`config.mk`:
```
export PLATFORM = sky130hd
export DESIGN_NAME = spi_sck_sequencer_flat
export DESIGN_NICKNAME = d
export VERILOG_FILES = /design/src/rtl/spi_sck_sequencer_pkg.sv /design/src/rtl/spi_sck_sequencer_if.sv /design/src/rtl/spi_sck_sequencer_clk_div.sv /design/src/rtl/spi_sck_sequencer.sv /design/src/flat_wrapper.sv
export SDC_FILE = /design/constraint.sdc
export NUM_CORES = 1
export LEC_CHECK = 0
export ABC_CLOCK_PERIOD_IN_PS = 3000
export CORE_ASPECT_RATIO = 2
export CORE_UTILIZATION = 40
export CTS_CLUSTER_SIZE = 16
export DETAILED_ROUTE_END_ITERATION = 16
export GPL_TIMING_DRIVEN = 0
export PLACE_DENSITY = 0.6
export REMOVE_ABC_BUFFERS = 1
export SLEW_MARGIN = 25
export SYNTH_ARGS = -nofsm -noshare
export SYNTH_HDL_FRONTEND = slang
export SYNTH_SLANG_ARGS = --single-unit
export TNS_END_PERCENT = 1
```
`constraint.sdc`:
```
create_clock -name clk_i -period 3 [get_ports clk_i]
set_input_delay 0.9 -clock clk_i [delete_from_list [all_inputs] [get_ports clk_i]]
set_output_delay 0.9 -clock clk_i [all_outputs]
set_load 0.05 [all_outputs]
```
`src/rtl/spi_sck_sequencer_pkg.sv`:
```
// Shared types and defaults for the SPI SCK/CS frame sequencer.
package spi_sck_sequencer_pkg;

    typedef enum logic [2:0] {
        ST_IDLE  = 3'd0,
        ST_SETUP = 3'd1,
        ST_XFER  = 3'd2,
        ST_HOLD  = 3'd3,
        ST_GAP   = 3'd4
    } state_e;

    localparam int DEF_DIV_WIDTH = 16;
    localparam int DEF_CNT_WIDTH = 8;
    localparam int DEF_DLY_WIDTH = 8;
    localparam int DEF_CS_NUM    = 4;

    // One spare bit beyond the line index so out-of-range selects can be expressed.
    function automatic int sel_width(input int cs_num);
        return $clog2(cs_num) + 1;
    endfunction

endpackage

```
`src/rtl/spi_sck_sequencer_if.sv`:
```
// Register-block side configuration/handshake and shifter-side SPI outputs of the sequencer.
interface spi_sck_sequencer_if #(
    parameter int DIV_WIDTH = spi_sck_sequencer_pkg::DEF_DIV_WIDTH,
    parameter int CNT_WIDTH = spi_sck_sequencer_pkg::DEF_CNT_WIDTH,
    parameter int DLY_WIDTH = spi_sck_sequencer_pkg::DEF_DLY_WIDTH,
    parameter int CS_NUM    = spi_sck_sequencer_pkg::DEF_CS_NUM
);
    localparam int SEL_W = spi_sck_sequencer_pkg::sel_width(CS_NUM);

    logic                 en_i;
    logic                 start_i;
    logic                 cpol_i;
    logic                 cpha_i;
    logic [DIV_WIDTH-1:0] clk_div_i;
    logic [CNT_WIDTH-1:0] nbits_i;
    logic [SEL_W-1:0]     cs_sel_i;
    logic [DLY_WIDTH-1:0] setup_i;
    logic [DLY_WIDTH-1:0] hold_i;
    logic [DLY_WIDTH-1:0] gap_i;
    logic                 sck_o;
    logic [CS_NUM-1:0]    cs_n_o;
    logic                 shift_o;
    logic                 sample_o;
    logic                 pos_edge_o;
    logic                 neg_edge_o;
    logic                 busy_o;
    logic                 done_o;

    modport master (
        output en_i, start_i, cpol_i, cpha_i, clk_div_i, nbits_i, cs_sel_i,
               setup_i, hold_i, gap_i,
        input  sck_o, cs_n_o, shift_o, sample_o, pos_edge_o, neg_edge_o, busy_o, done_o
    );

    modport slave (
        input  en_i, start_i, cpol_i, cpha_i, clk_div_i, nbits_i, cs_sel_i,
               setup_i, hold_i, gap_i,
        output sck_o, cs_n_o, shift_o, sample_o, pos_edge_o, neg_edge_o, busy_o, done_o
    );

endinterface

```
`src/rtl/spi_sck_sequencer_clk_div.sv`:
```
// Half-period tick generator: down-counter that ticks at zero and reloads, period div+1.
module spi_sck_sequencer_clk_div #(
    parameter int DIV_WIDTH = 16
) (
    input  logic                 clk_i,
    input  logic                 rst_n_i,
    input  logic                 load_i,
    input  logic                 en_i,
    input  logic [DIV_WIDTH-1:0] div_i,
    output logic                 tick_o
);
    logic [DIV_WIDTH-1:0] cnt_q, cnt_d;

    assign tick_o = en_i && (cnt_q == {DIV_WIDTH{1'b0}});

    // Next count: explicit load wins, then reload on tick, else count down while enabled.
    always_comb begin
        cnt_d = cnt_q;
        if (load_i) begin
            cnt_d = div_i;
        end else if (tick_o) begin
            cnt_d = div_i;
        end else if (en_i) begin
            cnt_d = cnt_q - DIV_WIDTH'(1);
        end else begin
            cnt_d = cnt_q;
        end
    end

    // Counter register.
    always_ff @(posedge clk_i) begin
        if (!rst_n_i) begin
            cnt_q <= {DIV_WIDTH{1'b0}};
        end else begin
            cnt_q <= cnt_d;
        end
    end

endmodule

```
`src/rtl/spi_sck_sequencer.sv`:
```
// SPI master frame sequencer: CS setup/hold/gap phases around 2*(nbits+1) SCK toggles,
// with registered shift/sample and edge strobes aligned to each SCK change.
module spi_sck_sequencer
    import spi_sck_sequencer_pkg::*;
#(
    parameter int DIV_WIDTH = DEF_DIV_WIDTH,
    parameter int CNT_WIDTH = DEF_CNT_WIDTH,
    parameter int DLY_WIDTH = DEF_DLY_WIDTH,
    parameter int CS_NUM    = DEF_CS_NUM
) (
    input  logic               clk_i,
    input  logic               rst_n_i,
    spi_sck_sequencer_if.slave spi
);
    localparam int SEL_W = sel_width(CS_NUM);
    localparam int TOG_W = CNT_WIDTH + 1;

    state_e               state_q, state_d;
    logic [DIV_WIDTH-1:0] div_q, div_d;
    logic [CNT_WIDTH-1:0] nbits_q, nbits_d;
    logic [DLY_WIDTH-1:0] hold_q, hold_d;
    logic [DLY_WIDTH-1:0] gap_q, gap_d;
    logic [DLY_WIDTH-1:0] dly_q, dly_d;
    logic [TOG_W-1:0]     tog_q, tog_d;
    logic                 cpha_q, cpha_d;
    logic                 sck_q, sck_d;
    logic [CS_NUM-1:0]    cs_n_q, cs_n_d;
    logic                 shift_q, shift_d;
    logic                 sample_q, sample_d;
    logic                 pos_q, pos_d;
    logic                 neg_q, neg_d;
    logic                 busy_q, busy_d;
    logic                 done_q, done_d;

    logic                 accept_s;
    logic                 tick_s;
    logic                 div_en_s;
    logic [DIV_WIDTH-1:0] div_load_s;
    logic                 last_tog_s;
    logic                 lead_s;
    logic                 dly_last_s;
    logic [CS_NUM-1:0]    cs_dec_s;

    // A start coinciding with the done pulse is dropped; the next cycle may accept it.
    assign accept_s   = (state_q == ST_IDLE) && spi.en_i && spi.start_i && !done_q;
    assign div_en_s   = (state_q != ST_IDLE) && spi.en_i;
    assign div_load_s = accept_s ? spi.clk_div_i : div_q;
    assign last_tog_s = (tog_q == {nbits_q, 1'b1});
    assign lead_s     = ~tog_q[0];
    assign dly_last_s = (dly_q == DLY_WIDTH'(1));

    spi_sck_sequencer_clk_div #(
        .DIV_WIDTH (DIV_WIDTH)
    ) u_clk_div (
        .clk_i   (clk_i),
        .rst_n_i (rst_n_i),
        .load_i  (accept_s),
        .en_i    (div_en_s),
        .div_i   (div_load_s),
        .tick_o  (tick_s)
    );

    // Active-low one-hot decode of the requested chip select; out-of-range selects none.
    always_comb begin
        cs_dec_s = {CS_NUM{1'b1}};
        for (int i = 0; i < CS_NUM; i++) begin
            if (spi.cs_sel_i == SEL_W'(i)) begin
                cs_dec_s[i] = 1'b0;
            end else begin
                cs_dec_s[i] = 1'b1;
            end
        end
    end

    // Phase sequencing and next values of every registered output.
    always_comb begin
        state_d  = state_q;
        div_d    = div_q;
        nbits_d  = nbits_q;
        hold_d   = hold_q;
        gap_d    = gap_q;
        cpha_d   = cpha_q;
        dly_d    = dly_q;
        tog_d    = tog_q;
        sck_d    = sck_q;
        cs_n_d   = cs_n_q;
        busy_d   = busy_q;
        shift_d  = 1'b0;
        sample_d = 1'b0;
        pos_d    = 1'b0;
        neg_d    = 1'b0;
        done_d   = 1'b0;
        if (!spi.en_i) begin
            state_d = ST_IDLE;
            sck_d   = spi.cpol_i;
            cs_n_d  = {CS_NUM{1'b1}};
            busy_d  = 1'b0;
        end else begin
            case (state_q)
                ST_IDLE: begin
                    sck_d = spi.cpol_i;
                    if (accept_s) begin
                        div_d   = spi.clk_div_i;
                        nbits_d = spi.nbits_i;
                        hold_d  = spi.hold_i;
                        gap_d   = spi.gap_i;
                        cpha_d  = spi.cpha_i;
                        dly_d   = spi.setup_i;
                        tog_d   = {TOG_W{1'b0}};
                        cs_n_d  = cs_dec_s;
                        busy_d  = 1'b1;
                        state_d = (spi.setup_i != {DLY_WIDTH{1'b0}}) ? ST_SETUP : ST_XFER;
                    end else begin
                        cs_n_d = {CS_NUM{1'b1}};
                        busy_d = 1'b0;
                    end
                end
                ST_SETUP: begin
                    if (tick_s && dly_last_s) begin
                        state_d = ST_XFER;
                    end else if (tick_s) begin
                        dly_d = dly_q - DLY_WIDTH'(1);
                    end else begin
                        dly_d = dly_q;
                    end
                end
                ST_XFER: begin
                    if (tick_s) begin
                        sck_d = ~sck_q;
                        pos_d = ~sck_q;
                        neg_d = sck_q;
                        tog_d = tog_q + TOG_W'(1);
                        // The final trailing edge has no following bit to shift out.
                        if (lead_s) begin
                            sample_d = ~cpha_q;
                            shift_d  = cpha_q;
                        end else begin
                            sample_d = cpha_q;
                            shift_d  = ~cpha_q & ~last_tog_s;
                        end
                        if (last_tog_s) begin
                            if (hold_q != {DLY_WIDTH{1'b0}}) begin
                                state_d = ST_HOLD;
                                dly_d   = hold_q;
                            end else if (gap_q != {DLY_WIDTH{1'b0}}) begin
                                state_d = ST_GAP;
                                dly_d   = gap_q;
                                cs_n_d  = {CS_NUM{1'b1}};
                            end else begin
                                state_d = ST_IDLE;
                                cs_n_d  = {CS_NUM{1'b1}};
                                busy_d  = 1'b0;
                                done_d  = 1'b1;
                            end
                        end else begin
                            state_d = ST_XFER;
                        end
                    end else begin
                        sck_d = sck_q;
                    end
                end
                ST_HOLD: begin
                    if (tick_s && dly_last_s) begin
                        cs_n_d = {CS_NUM{1'b1}};
                        if (gap_q != {DLY_WIDTH{1'b0}}) begin
                            state_d = ST_GAP;
                            dly_d   = gap_q;
                        end else begin
                            state_d = ST_IDLE;
                            busy_d  = 1'b0;
                            done_d  = 1'b1;
                        end
                    end else if (tick_s) begin
                        dly_d = dly_q - DLY_WIDTH'(1);
                    end else begin
                        dly_d = dly_q;
                    end
                end
                ST_GAP: begin
                    if (tick_s && dly_last_s) begin
                        state_d = ST_IDLE;
                        busy_d  = 1'b0;
                        done_d  = 1'b1;
                    end else if (tick_s) begin
                        dly_d = dly_q - DLY_WIDTH'(1);
                    end else begin
                        dly_d = dly_q;
                    end
                end
                default: begin
                    state_d = ST_IDLE;
                    cs_n_d  = {CS_NUM{1'b1}};
                    busy_d  = 1'b0;
                end
            endcase
        end
    end

    // State, latched frame configuration and output registers.
    always_ff @(posedge clk_i) begin
        if (!rst_n_i) begin
            state_q  <= ST_IDLE;
            div_q    <= {DIV_WIDTH{1'b0}};
            nbits_q  <= {CNT_WIDTH{1'b0}};
            hold_q   <= {DLY_WIDTH{1'b0}};
            gap_q    <= {DLY_WIDTH{1'b0}};
            cpha_q   <= 1'b0;
            dly_q    <= {DLY_WIDTH{1'b0}};
            tog_q    <= {TOG_W{1'b0}};
            sck_q    <= 1'b0;
            cs_n_q   <= {CS_NUM{1'b1}};
            shift_q  <= 1'b0;
            sample_q <= 1'b0;
            pos_q    <= 1'b0;
            neg_q    <= 1'b0;
            busy_q   <= 1'b0;
            done_q   <= 1'b0;
        end else begin
            state_q  <= state_d;
            div_q    <= div_d;
            nbits_q  <= nbits_d;
            hold_q   <= hold_d;
            gap_q    <= gap_d;
            cpha_q   <= cpha_d;
            dly_q    <= dly_d;
            tog_q    <= tog_d;
            sck_q    <= sck_d;
            cs_n_q   <= cs_n_d;
            shift_q  <= shift_d;
            sample_q <= sample_d;
            pos_q    <= pos_d;
            neg_q    <= neg_d;
            busy_q   <= busy_d;
            done_q   <= done_d;
        end
    end

    assign spi.sck_o      = sck_q;
    assign spi.cs_n_o     = cs_n_q;
    assign spi.shift_o    = shift_q;
    assign spi.sample_o   = sample_q;
    assign spi.pos_edge_o = pos_q;
    assign spi.neg_edge_o = neg_q;
    assign spi.busy_o     = busy_q;
    assign spi.done_o     = done_q;

endmodule

```
`src/flat_wrapper.sv`:
```
// flat-port wrapper written by rule: the top's interface ports become plain ports
module spi_sck_sequencer_flat import spi_sck_sequencer_pkg::*;
#(
    parameter int DIV_WIDTH = DEF_DIV_WIDTH,
    parameter int CNT_WIDTH = DEF_CNT_WIDTH,
    parameter int DLY_WIDTH = DEF_DLY_WIDTH,
    parameter int CS_NUM    = DEF_CS_NUM
)
  (clk_i, rst_n_i, spi_en_i, spi_start_i, spi_cpol_i, spi_cpha_i, spi_clk_div_i, spi_nbits_i, spi_cs_sel_i, spi_setup_i, spi_hold_i, spi_gap_i, spi_sck_o, spi_cs_n_o, spi_shift_o, spi_sample_o, spi_pos_edge_o, spi_neg_edge_o, spi_busy_o, spi_done_o);
  spi_sck_sequencer_if #(.DIV_WIDTH(DIV_WIDTH), .CNT_WIDTH(CNT_WIDTH), .DLY_WIDTH(DLY_WIDTH), .CS_NUM(CS_NUM)) spi_i ();
  input  logic clk_i;
  input  logic rst_n_i;
  input wire logic [$bits(spi_i.en_i)-1:0] spi_en_i;
  input wire logic [$bits(spi_i.start_i)-1:0] spi_start_i;
  input wire logic [$bits(spi_i.cpol_i)-1:0] spi_cpol_i;
  input wire logic [$bits(spi_i.cpha_i)-1:0] spi_cpha_i;
  input wire logic [$bits(spi_i.clk_div_i)-1:0] spi_clk_div_i;
  input wire logic [$bits(spi_i.nbits_i)-1:0] spi_nbits_i;
  input wire logic [$bits(spi_i.cs_sel_i)-1:0] spi_cs_sel_i;
  input wire logic [$bits(spi_i.setup_i)-1:0] spi_setup_i;
  input wire logic [$bits(spi_i.hold_i)-1:0] spi_hold_i;
  input wire logic [$bits(spi_i.gap_i)-1:0] spi_gap_i;
  output wire logic [$bits(spi_i.sck_o)-1:0] spi_sck_o;
  output wire logic [$bits(spi_i.cs_n_o)-1:0] spi_cs_n_o;
  output wire logic [$bits(spi_i.shift_o)-1:0] spi_shift_o;
  output wire logic [$bits(spi_i.sample_o)-1:0] spi_sample_o;
  output wire logic [$bits(spi_i.pos_edge_o)-1:0] spi_pos_edge_o;
  output wire logic [$bits(spi_i.neg_edge_o)-1:0] spi_neg_edge_o;
  output wire logic [$bits(spi_i.busy_o)-1:0] spi_busy_o;
  output wire logic [$bits(spi_i.done_o)-1:0] spi_done_o;
  assign spi_i.en_i = spi_en_i;
  assign spi_i.start_i = spi_start_i;
  assign spi_i.cpol_i = spi_cpol_i;
  assign spi_i.cpha_i = spi_cpha_i;
  assign spi_i.clk_div_i = spi_clk_div_i;
  assign spi_i.nbits_i = spi_nbits_i;
  assign spi_i.cs_sel_i = spi_cs_sel_i;
  assign spi_i.setup_i = spi_setup_i;
  assign spi_i.hold_i = spi_hold_i;
  assign spi_i.gap_i = spi_gap_i;
  assign spi_sck_o = spi_i.sck_o;
  assign spi_cs_n_o = spi_i.cs_n_o;
  assign spi_shift_o = spi_i.shift_o;
  assign spi_sample_o = spi_i.sample_o;
  assign spi_pos_edge_o = spi_i.pos_edge_o;
  assign spi_neg_edge_o = spi_i.neg_edge_o;
  assign spi_busy_o = spi_i.busy_o;
  assign spi_done_o = spi_i.done_o;
  spi_sck_sequencer #(.DIV_WIDTH(DIV_WIDTH), .CNT_WIDTH(CNT_WIDTH), .DLY_WIDTH(DLY_WIDTH), .CS_NUM(CS_NUM)) u_core (.clk_i(clk_i), .rst_n_i(rst_n_i), .spi(spi_i));
endmodule
```
# == Word level (Yosys, flattened, before mapping) ==
# Cells that the tools add are included.
# totals
ff_bits,88
latch_bits,0
mem_bits_rw,0
rom_bits,0
in_bits,57
word_cells,129
mem_count,0
# classes
addsub,3
multipliers,0
n_div,0
order_cmp,0
eq_ne,19
shifts,0
muxes,56
n_bitwise,6
n_reduce_logical,28
# ops
op,n
2-to-1 mux 16 bit,4
2-to-1 mux 8 bit,8
case mux 8 bit (4 select lines),1
2-to-1 mux 3 bit,8
nonzero test 8 bit,3
2-to-1 mux 1 bit,21
2-to-1 mux 4 bit,5
2-to-1 mux 9 bit,2
case mux 9 bit (2 select lines),1
zero test 16 bit,1
case mux 4 bit (4 select lines),1
"subtractor 16 x 1 -> 16 bit, second input constant",1
case mux 3 bit (5 select lines),1
"equality test 3 x 2 -> 1 bit, second input constant",4
"inequality test 2 x 1 -> 1 bit, second input constant",6
AND reduction 6 bit,2
AND reduction 5 bit,2
"adder 9 x 1 -> 9 bit, second input constant",1
equality test 9 bit,1
"equality test 8 x 1 -> 1 bit, second input constant",1
AND reduction 4 bit,2
"subtractor 8 x 1 -> 8 bit, second input constant",1
"equality test 3 x 1 -> 1 bit, second input constant",2
logical AND 1 bit,6
18 further kinds,27

# == Longest topological paths before layout ==
# logic_depth
ltp_word,7
depth_mapped,11
ltp_nobuf,9

# == Cells and area by module ==
# A second synthesis with hierarchy kept.
# hier_totals
hier_cells,601
area_unflattened_um2,4727.0
# modules_own_cells
module,instances,cells_per_inst,area_each_um2,seq_area_each_um2
spi_sck_sequencer,1,461,3584.7,1441.4
spi_sck_sequencer_clk_div,1,140,1142.3,320.3

# == Least setup slack after synthesis ==
# OpenSTA, ideal clock, no wires.
# synth_timing
path_type,input to register
start,input spi_en_i
end,register u_core.tog_q[3]
setup_time_ps,120
arrival_time_ps,2393
required_time_ps,2880
setup_slack_ps,487
stages,7
path_buffers,0
path_cell_list,o31ai_1 > or3_1 > or2_1 > a2111oi_4 > nand4_1 > xor2_1 > nor2_1
# synth_between
elab_chain_cells,5
elab_cells_between_ends,8
classes_between,eq/ne: 2; reduce/logical: 6
# synth_lines
item,line_no,source
start: declaration,flat_wrapper.sv:13,input wire logic [$bits(spi_i.en_i)-1:0] spi_en_i;
logical AND 1 bit (3 in a row),spi_sck_sequencer.sv:45,assign accept_s = (state_q == ST_IDLE) && spi.en_i && spi.start_i && !done_q;
inequality test 2 x 1 -> 1 bit (no source line),-,
AND reduction 4 bit (no source line) (*),-,
end signal: assignment,spi_sck_sequencer.sv:209,tog_q <= {TOG_W{1'b0}};
end signal: assignment,spi_sck_sequencer.sv:226,tog_q <= tog_d;
end: declaration,spi_sck_sequencer.sv:24,"logic [TOG_W-1:0] tog_q, tog_d;"
# Every way passes the cells marked *; elsewhere a longest branch is shown, timed or not.
# A chain may end at the register's enable or synchronous reset.

# == Final worst setup path ==
# layout_timing
start,input spi_start_i
end,register u_core.tog_q[3]
# layout_between
elab_chain_cells,4
# layout_lines
item,line_no,source
start: declaration,flat_wrapper.sv:14,input wire logic [$bits(spi_i.start_i)-1:0] spi_start_i;
logical AND 1 bit (2 in a row),spi_sck_sequencer.sv:45,
inequality test 2 x 1 -> 1 bit (no source line),-,
AND reduction 4 bit (no source line),-,
# No other way between the ends.

==> flow_summary.ini <==
[die]
start_util = 0.410
rows = 55
die_h_um = 155
io_pins = 68
core_um2 = 11400
die_area_um2 = 12100
die_w_um = 78.3

[timing]
slew_headroom = 0.402
grt_setup_unrepaired = no
setup_slack_ps = 117
tightestPinTransition_ps = 890
fmax_mhz = 347
min_period_ps = 2880
finalCritPeriodShare = 0.961
hold_viol = 0
setup_viol = 0
finClkSkew_ps = 6.77
maxSlewViolCount = 0

[yosys]
ys_warn_count = 0
synth_common_cells = 103 x nand2_1, 88 x dfxtp_1, 66 x nor2_1
synth_edf_count = 0
synth_top_area_share = 0.378
synth_ff_type = dfxtp_1
synth_cell_type_count = 65
ys_seq_elements = 88
synth_top_area_cell = dfxtp_1
syn_inst = 590
synth_area_per_cell_um2 = 7.89
async_flop_share = 0
synth_most_common_cell = nand2_1
mappedNetlistArea_um2 = 4660
synth.area.top_cells = dfxtp_1 38%, nand2_1 8.3%, nor2_1 5.3%
ys_seq_area_frac = 0.378

[route]
wl_per_cell_um = 16.8
drc = 0
drtAntennaViolNets = 0
vias = 4541
drt-total-wl_um = 13400
via_per_inst = 5.71
dr.pass1.iters = 6
drtIter0Drc = 266

[final_layout]
instances_no_fill = 795
fin_area_um2 = 5890
seqCellArea_um2 = 1770
syn_to_final_growth_pct = 26.5
fillers = 1129
diodes = 0
multi_input_area_um2 = 2800
drive_gt1_frac = 0.0812
nets = 710

[worst_setup_path]
r2r_end = u_core.dly_q[0]
reg2reg_slack_ps = 160
path_max_fanout = 32
crit_end = u_core.tog_q[3]
crit_start = spi_start_i
r2r_cells = 7
worstPathArrival_ps = 3110
crit_required_ps = 3230
r2r-start = u_core.u_clk_div.cnt_q[10]
endpoint_kind = flip-flop
path_class = in -> reg
setup.worst_path.start_class = input pin

[global_route]
overflow = 0
grt_pass1_vias = 4397
grt_use_total = 0.223
grt_pass1_wl_um = 21000
antenna_found_initial = 0
grt_max_degree = 36

[run_status]
status = finished, final reports clean

[clocking]
htreeDepth = 3
clk_latency_ps = 340
cts_hold_repair.buffers = 0
ctsLongestPathBuffers = 2
cts_root_buffer = clkbuf_16
cts.sinks = 88
cts_tree = built
numCtsBuffers = 9
cts.clk_slew.worst_paths_ps = 60

[placement]
globalplace.congestion = 0.896
post-place-ws_ps = -1360
dp_cells = 773
place_area_um2 = 5460
hpwl_um = 9770
io_buffers = 67

[job]
drv_cap = 0

[power]
vdd.ir_drop.worst_uv = 336
p_leak_nw = 2.12
cellPowerDensity_nw_per_um2 = 551

[worst_hold_path]
min_from = u_core.spi.cs_n_o[1]
hold_path_class = reg -> reg
## timing repair
item | 4_1_cts | 5_1_grt
pin swaps | 1 | 1
cloned | 0 | 1
gates resized for setup | 12 | 9
buffers inserted | 2 | 3
endpoints found under the setup margin | 38 | 28
## critical path, cell delays in order
cell	delay, ps
clkdlybuf4s50_1	460
nor2b_4	230
and3_4	340
buf_12	230
nor2_2	150
a2111oi_4	390
nand4_1	170
xor2_1	160
nor2_1	60
## state kept, by name, summed over array words and instances (netlist names)
register                cells
u_core.u_clk_div.cnt_q     16
u_core.gap_q                8
u_core.spi.neg_edge_o       1
u_core.state_q              3
u_core.hold_q               8
u_core.div_q               16
u_core.spi.pos_edge_o       1
u_core.cpha_q               1
u_core.dly_q                8
u_core.spi.sck_o            1
u_core.spi.sample_o         1
u_core.spi.done_o           1
u_core.tog_q                9
u_core.spi.busy_o           1
u_core.spi.cs_n_o           4
u_core.spi.shift_o          1
u_core.nbits_q              8
## power by group
part,switching (mW),internal [mW],total [mW]
sequential,0.0740,1.24,1.31
combinational,0.405,0.303,0.708
clock,0.471,0.756,1.23
total,0.951,2.29,3.25
## cells in the final DEF (no fill, tap or decap), drive strengths merged, types with 5 or more instances in the layout
cell type and n:
o21ai 25, nor2b 8, nor3b 5, or3 8
buf 9, clkbuf 13, a31oi 5, o22ai 10
nand2 105, o211ai 7, nor2 66, nand3b 5
clkdlybuf4s50 65, o32ai 5, nor4 8, dfxtp 88
a21boi 28, a21oi 26, xnor2 16, a22oi 7
xor2 6, ha 5, a221o 6, nand4 7
inv 18, nor3 18, nand3 15, mux2i 13
and3 5
## stage by stage
stage               setup TNS, ps  hold slack (ps)  power, mW   util
detailed placement         -33530              455       2.02  0.481
global route                    0              487       3.40  0.519
CTS                         -8.30              470       3.26  0.515
floorplan                   -4630              444       1.77      -
global placement           -85420              448       1.99  0.475
finish                          0              463       3.25  0.519
## cell families (layout without fill, tap and decap cells)
family                   after synthesis  after routing  share of synthesized area
AO/OA/AOI/OAI                        150            150                      0.231
XOR/XNOR                              22             22                     0.0414
adder cells (fa/ha/maj)                5              5                     0.0134
buffers and inverters                 47            109                     0.0384
flip-flops                            88             88                      0.378
multiplexers                          14             14                     0.0304
AND/OR/NAND/NOR                      264            265                      0.268
## metal layers
layer  GRT usage  wire length [µm]  vias to the layer above
met5           0                 0                        -
met4       0.123               603                        0
met3      0.0360               502                       41
met2       0.414              7240                      138
met1       0.233              5030                     2137
li1            -                 -                     2225
## layout make-up
cell class	count	area share
clock buffer	12	0.0418
sequential	88	0.300
timing repair buffer	75	0.128
multi-input combinational	456	0.475
clock inverter	4	0.0132
tap	142	0.0302
inverter	18	0.0115
## how the worst min path moves through the flow
stage | slack (ps) | cells after the start | to
after floorplan | 440 | 2 | u_core.div_q[9]
after global placement | 450 | 1 | u_core.spi.cs_n_o[1]
after detailed placement | 450 | 1 | u_core.spi.cs_n_o[1]
after CTS | 470 | 1 | u_core.spi.cs_n_o[1]
after global routing | 490 | 1 | u_core.spi.cs_n_o[1]
final | 460 | 1 | u_core.spi.cs_n_o[1]
Note: power is estimated with default switching activity, not from simulation.
